<file path="src/rtl/graph_poly_seq.sv">
// Sequential Horner polynomial evaluator with snapshot coefficient bank and draw-flag compare.
// Optional: define GRAPH_POLY_SAT_EN to saturate out_p to CORDW instead of wrapping.
module graph_poly_seq #(
   parameter int CORDW = 12,
   parameter int DEG   = 3,
   parameter int ACCW  = 32
) (
   input  logic             clk,
   input  logic             rst,
   input  logic             coef_we,
   input  logic [2:0]       coef_addr,
   input  logic [CORDW-1:0] coef_data,
   input  logic             req_valid,
   output logic             req_ready,
   input  logic [CORDW-1:0] req_x,
   input  logic [CORDW-1:0] req_y,
   output logic             out_valid,
   input  logic             out_ready,
   output logic [CORDW-1:0] out_p,
   output logic             out_r
);

   typedef enum logic [1:0] {IDLE, LOAD, MAC, DONE} state_t;

   localparam logic [3:0] DEG_W  = 4'(DEG);
   localparam logic [2:0] DEG_I  = 3'(DEG);
   localparam logic [2:0] DEG_M1 = 3'(DEG - 1);

   state_t            state, state_nxt;
   logic [CORDW-1:0]  coef   [0:7];
   logic [CORDW-1:0]  snap_c [0:7];
   logic [CORDW-1:0]  snap_x, snap_y;
   logic [ACCW-1:0]   acc;
   logic [2:0]        cnt;
   logic              accept, coef_ok;
   logic [CORDW-1:0]  coef_sel;
   logic [ACCW-1:0]   coef_ext, x_ext, acc_mac;
   logic [CORDW-1:0]  p_red;

   always_ff @(posedge clk or posedge rst) begin
      if (rst) state <= IDLE;
      else     state <= state_nxt;
   end

   always_comb begin
      state_nxt = state;
      req_ready = 1'b0;
      out_valid = 1'b0;
      case (state)
         IDLE: begin
            req_ready = 1'b1;
            if (req_valid) state_nxt = LOAD;
         end
         LOAD: state_nxt = MAC;
         MAC:  if (cnt == '0) state_nxt = DONE;
         DONE: begin
            out_valid = 1'b1;
            req_ready = out_ready;
            if (out_ready) state_nxt = req_valid ? LOAD : IDLE;
         end
         default: state_nxt = IDLE;
      endcase
   end

   assign accept  = req_valid && req_ready;
   assign coef_ok = ({1'b0, coef_addr} <= DEG_W);

   // LOAD seeds with c_DEG; each MAC step folds in c_cnt
   assign coef_sel = (state == LOAD) ? snap_c[DEG_I] : snap_c[cnt];
   assign coef_ext = {{(ACCW-CORDW){coef_sel[CORDW-1]}}, coef_sel};
   assign x_ext    = {{(ACCW-CORDW){snap_x[CORDW-1]}}, snap_x};
   assign acc_mac  = acc * x_ext + coef_ext;

   always_ff @(posedge clk or posedge rst) begin
      if (rst) begin
         acc    <= '0;
         cnt    <= '0;
         snap_x <= '0;
         snap_y <= '0;
         for (int unsigned i = 0; i < 8; i++) begin
            coef[i]   <= '0;
            snap_c[i] <= '0;
         end
      end else begin
         if (coef_we && coef_ok) coef[coef_addr] <= coef_data;
         if (accept) begin
            snap_x <= req_x;
            snap_y <= req_y;
            for (int unsigned i = 0; i < 8; i++) snap_c[i] <= coef[i];
         end
         case (state)
            LOAD: begin
               acc <= coef_ext;
               cnt <= DEG_M1;
            end
            MAC: begin
               acc <= acc_mac;
               if (cnt != '0) cnt <= cnt - 3'd1;
            end
            default: ;
         endcase
      end
   end

`ifdef GRAPH_POLY_SAT_EN
   logic [ACCW-CORDW:0] acc_hi;
   assign acc_hi = acc[ACCW-1:CORDW-1];
   always_comb begin
      if ((&acc_hi) || ~(|acc_hi)) p_red = acc[CORDW-1:0];
      else if (acc[ACCW-1])        p_red = {1'b1, {(CORDW-1){1'b0}}};
      else                         p_red = {1'b0, {(CORDW-1){1'b1}}};
   end
`else
   assign p_red = acc[CORDW-1:0];
`endif

   assign out_p = p_red;
   assign out_r = (state == DONE) && (p_red == snap_y);

endmodule

</file>
<file path="config.mk">
export PLATFORM = sky130hd
export DESIGN_NAME = graph_poly_seq
export DESIGN_NICKNAME = d
export VERILOG_FILES = /design/src/rtl/graph_poly_seq.sv
export SDC_FILE = /design/constraint.sdc
export NUM_CORES = 1
export LEC_CHECK = 0
export BUFFER_PORTS_ARGS = -buffer_cell sky130_fd_sc_hd__buf_4
export CAP_MARGIN = 20
export CELL_PAD_IN_SITES_DETAIL_PLACEMENT = 1
export CELL_PAD_IN_SITES_GLOBAL_PLACEMENT = 2
export CORE_MARGIN = 10
export CORE_UTILIZATION = 44
export CTS_CLUSTER_SIZE = 20
export DETAILED_ROUTE_END_ITERATION = 10
export PLACE_DENSITY = 0.82
export SLEW_MARGIN = 40
export SYNTH_ARGS = -nofsm -noshare
export SYNTH_HDL_FRONTEND = slang
export SYNTH_SLANG_ARGS = --single-unit
</file>
<file path="constraint.sdc">
create_clock -name clk -period 9.8 [get_ports clk]
set_input_delay 0.98 -clock clk [delete_from_list [all_inputs] [get_ports clk]]
set_output_delay 0.98 -clock clk [all_outputs]
set_load 0.02 [all_outputs]
</file>
Yosys cells after proc, flatten, opt, wreduce, memory -nomap -nowiden --
Index checks and enable logic that the tools add are counted.
Storage, ports and cells: word-level logic and storage cells 65, flip-flop bits (word level) 253, input bits 44, output and inout bits 15
Cells by class: bitwise operators 2, reduce and logical (&&, ||, !) cells 10, $lt $le $gt $ge 4, $add $sub $neg 2, equality and inequality tests 8, multiplexer cells 17, multipliers 1
Operators with widths (count):
- $bwmux W96 | 1
- $pmux W32 S2 | 1
- $mux W12 | 4
- $bmux W12 S3 | 1
- $demux W12 S3 | 1
- $add A32 B32 Y32 | 1
- $mul A32 B12 Y32 | 1
- $eq A12 B12 Y1 | 1
- $ge A4 B4 Y1 const B | 2
- $ne A2 B2 Y1 const B | 4
- $not A3 Y4 | 2
- $pmux W2 S4 | 1
- $mux W2 | 3
- $pmux W3 S2 | 1
- $eq A2 B2 Y1 const B | 2
- $logic_and A1 B1 Y1 | 4
- $lt A4 B1 Y1 const B | 1
- $le A3 B2 Y1 const B | 1
- $logic_not A3 Y1 | 1
- $mux W3 | 1
- $reduce_and A3 Y1 | 1
- $reduce_bool A3 Y1 | 1
- $sub A3 B1 Y3 const B | 1
- $eq A2 B1 Y1 const B | 1
- other kinds (5) | 6

Depth between registers and ports, before layout --
depth in word-level cells 7, gate-level depth with buffers 23, gate-level depth less buffers 21

Worst setup path before layout --
No wires, ideal clock.
path type reg2reg, from register cnt[0], to register acc[11], required time 9.718 ns, slack 4.525 ns, library setup time 0.082 ns, cell stages (with the launch flop) 21, data arrival time 5.193 ns, clock period less this slack 5.275 ns, buffers on the path 2, path through dfrtp_1 > buf_2 > buf_2 > mux4_2 > nand2_1 > a21oi_1 > a21oi_1 > fa_1 > inv_1 > fa_1 > fa_1 > fa_1 > ha_1 > ha_1 > o21a_1 > o21ai_0 > a21oi_1 > nor2_1 > xnor2_1 > or3_1 > a31oi_1
Between the ends: cells in the longest elaborated chain, start to end 7
RTL lines:
- start, declared | line 34 | logic [2:0] cnt;
- start signal, assigned | line 98 | if (cnt != '0) cnt <= cnt - 3'd1;
- $not A3 Y4 (not written as such) (*) | line 69 | assign coef_sel = (state == LOAD) ? snap_c[DEG_I] : snap_c[cnt];
- $bmux W12 S3 (*) | line 69
- $mux W12 (not written as such) (*) (2 in a row) | line 69
- $mux W12 (*) | line 69
- $add A32 B32 Y32 | line 72 | assign acc_mac = acc * x_ext + coef_ext;
- $pmux W32 S2 (*) | line 91 | case (state)
- end signal, assigned | line 93 | acc <= coef_ext;
- end signal, assigned | line 97 | acc <= acc_mac;
- end, declared | line 33 | logic [ACCW-1:0] acc;
Every way passes the cells marked *; elsewhere a longest branch is shown, timed or not. The select of a mux whose other input is x is not followed. A chain may end at the register's enable or synchronous reset.

Worst setup path in the final report --
Same ends and word-level chain as after synthesis.

==> out/metrics.csv <==
stage,metric,value,unit
setup_path,startpoint_type,flip-flop,
setup_path,worstPathRequired,10240,ps
floorplanning,num_rows,60,
final_layout,fin_cells,1293,
final_layout,fillers,2694,
routing,drt-initial-drc-count,256,
setup_path,critPathKind,reg -> reg,
timing,period_needed,5700,ps
run,cap_viol_max_count,0,
routing,drc,0,
yosys,synthesis.area,11900,µm²
place,portBuffers,58,
timing,finalCritPeriodShare,58.1,%
grt,antenna_found_initial,0,
final_layout,regArea,5830,µm²
yosys,synth.distinct_cells,42,
clock_network,hold_buffers,0,
yosys,synth_warnings,0,
yosys,ys_ff_latch,233,
timing,fin_skew,11.1,ps
final_layout,final_nets,1072,
clock_network,path_clk_slew,60,ps
clock_network,post-cts-setup-buffers,0,
final_layout,diodes,0,
clock_network,cts-resized-gates,0,
clock_network,clock-sinks,233,
final_layout,stdcell_area,13400,µm²
place,place_inst,1247,
setup_path,cp_max_fo,27,
final_layout,multi_input_area,5470,µm²
clock_network,cts_buffers,25,
grt,grt_overflow,0,
timing,final_max_slew_viol_count,0,
timing,relSlewSlack,47.3,%
yosys,async_flop_share,100,%
worst_hold_path,hold_path.class,reg -> reg,
yosys,synth_nets,1069,
floorplanning,io_pins,59,
final_layout,syn_to_final_growth,12.2,%
yosys,ys_seq_area_share,49.0,%
place,place.gp.congestion,0.751,
clock_network,cts_root_buffer,clkbuf_16,
final_layout,drive_above_1_share,32.8,%
yosys,synth_cells,930,
floorplanning,chipWidth,184,µm
grt,grt_usage,15.6,%
timing,tightest_slew,790,ps
setup_path,cp_data_arrival_time,6140,ps
place,placed_cell_area,12500,µm²
yosys,synth_enable_flop_cells,0,
timing,hold_viol_final,0,
timing,rsz0062_at_grt,no,
clock_network,clock_latency,520,ps
grt,grt_first_pass_wirelength,42.5,mm
status,status,finished clean,
yosys,avgSynthCellArea,12.8,µm²
timing,tns,0,ps
routing,postRouteAntennaNets,0,
clock_network,htreeDepth,1,
clock_network,clockBufferDepth,3,
clock_network,cts_tree,done,
floorplanning,die_h,184,µm
floorplanning,start_util,44.4,%
place,dp_hpwl,17.6,mm
timing,finalSetupViolCount,0,
routing,dr.pass1.iters,4,
routing,wl_per_cell,19.7,µm
timing,fmax,0.176,GHz
yosys,ys.flop_type,dfrtp_1,
setup_path,endpoint_kind,flip-flop,
routing,wirelength,25.4,mm
floorplanning,core_area,26800,µm²
routing,viasPerCell,5.17,
floorplanning,die_area,34000,µm²
routing,vias,6679,
grt,grt_pass1_vias,7651,
grt,grt_max_degree,86,
-- sequential cells by signal, summed over array words and instances (netlist names) --
signal,flops
snap_c,96
coef,96
acc,12
state,2
cnt,3
snap_y,12
snap_x,12
-- placed cells by master (no fill, tap or decap), types with 2 or more instances in the layout --
| master | instances |
|---|---|
| and2_1 | 36 |
| nand2b_1 | 2 |
| o21bai_1 | 2 |
| xnor2_1 | 32 |
| nand2_1 | 61 |
| dfrtp_1 | 232 |
| o21ai_1 | 3 |
| buf_6 | 3 |
| clkbuf_1 | 6 |
| nand3_1 | 2 |
| clkbuf_16 | 25 |
| fa_1 | 48 |
| clkinv_2 | 5 |
| ha_1 | 45 |
| inv_6 | 2 |
| nor2_1 | 25 |
| o21ai_0 | 5 |
| nor4bb_2 | 2 |
| clkbuf_8 | 4 |
| nor3_1 | 2 |
| buf_4 | 66 |
| mux2i_1 | 7 |
| bufinv_16 | 3 |
| inv_1 | 66 |
| a21oi_1 | 43 |
| ha_2 | 2 |
| mux2_2 | 169 |
| a21o_1 | 2 |
| a31oi_1 | 2 |
| mux4_2 | 24 |
| xor2_1 | 8 |
-- through the flow --
stage          utilization [%]  hold WS, ps  worst slack [ps]
2_1_floorplan                -          424              2430
3_3_place_gp              46.6          360              4010
3_5_place_dp              46.7          362              4050
4_1_cts                   49.8          375              3990
5_1_grt                   49.8          381              3630
6_report                  49.8          371              4100
-- layout make-up --
| cell class | count | area share [%] |
|---|---|---|
| timing repair buffer | 69 | 3.96 |
| clock inverter | 11 | 1.05 |
| tap | 341 | 3.19 |
| clock buffer | 35 | 5.26 |
| multi-input combinational | 536 | 40.9 |
| inverter | 68 | 1.97 |
| sequential | 233 | 43.7 |
-- critical path, stage by stage (launching register included) --
cell	delay, ps
dfrtp_2	340
buf_4	450
mux4_2	590
nand2_1	80
a21oi_1	70
a21oi_1	420
fa_1	500
inv_1	90
fa_1	430
fa_1	470
fa_1	500
ha_1	230
xnor2_1	200
xnor2_1	160
xnor2_1	160
xnor2_1	100
xnor2_1	240
xnor2_1	120
or3_1	310
a31oi_1	160
-- cell families after synthesis --
kind of cell,after synthesis,share of synthesized area (%)
flops,233,49.0
mux,200,21.1
buf+inv,161,5.34
simple gates,138,5.56
fa+ha+maj,95,13.0
compound gates,62,2.85
xor+xnor,41,3.13
-- final timing paths --
path | start | end | slack, ps | cells past startpoint
max | cnt[0]$_DFFE_PP0P_ | acc[11]$_DFFE_PP0P_ | 4100 | 19
min | coef[13]$_DFFE_PP0P_ | coef[13]$_DFFE_PP0P_ | 370 | 0
max reg2reg | cnt[0]$_DFFE_PP0P_ | acc[11]$_DFFE_PP0P_ | 4100 | 19
min reg2reg | coef[13]$_DFFE_PP0P_ | coef[13]$_DFFE_PP0P_ | 370 | 0
max in group asynchronous | rst | cnt[0]$_DFFE_PP0P_ | 7460 | 4
min in group asynchronous | rst | acc[2]$_DFFE_PP0P_ | 550 | 2
-- routing by layer --
metal / wire length, µm / part of all wire, % / track usage (%)
met5: 0 / 0 / 0
met2: 12700 / 50 / 26.6
met1: 11700 / 46 / 21.0
met3: 628 / 2.5 / 1.75
met4: 364 / 1.4 / 2.95
-- cells in the mapped netlist, types with 2 or more instances --
library cell / instances / area, µm²
a21o_1: 2 / 15.0
a21oi_1: 43 / 215
a31oi_1: 2 / 12.5
and2_1: 36 / 225
buf_1: 4 / 15.0
buf_2: 6 / 30.0
buf_6: 2 / 22.5
clkbuf_1: 79 / 297
dfrtp_1: 233 / 5830
fa_1: 48 / 961
ha_1: 47 / 588
inv_1: 67 / 251
mux2_2: 169 / 1900
mux2i_1: 7 / 70.1
mux4_2: 24 / 541
nand2_1: 61 / 229
nand2b_1: 2 / 12.5
nand3_1: 2 / 10.0
nor2_1: 25 / 93.8
nor3_1: 3 / 15.0
nor4bb_1: 2 / 20.0
o21ai_0: 5 / 25.0
o21ai_1: 3 / 15.0
o21bai_1: 2 / 15.0
xnor2_1: 32 / 280
xor2_1: 8 / 70.1
Power is left out: the tool's default activity adds up to more than one toggle a clock period on the data nets, which glitch-free logic cannot reach.
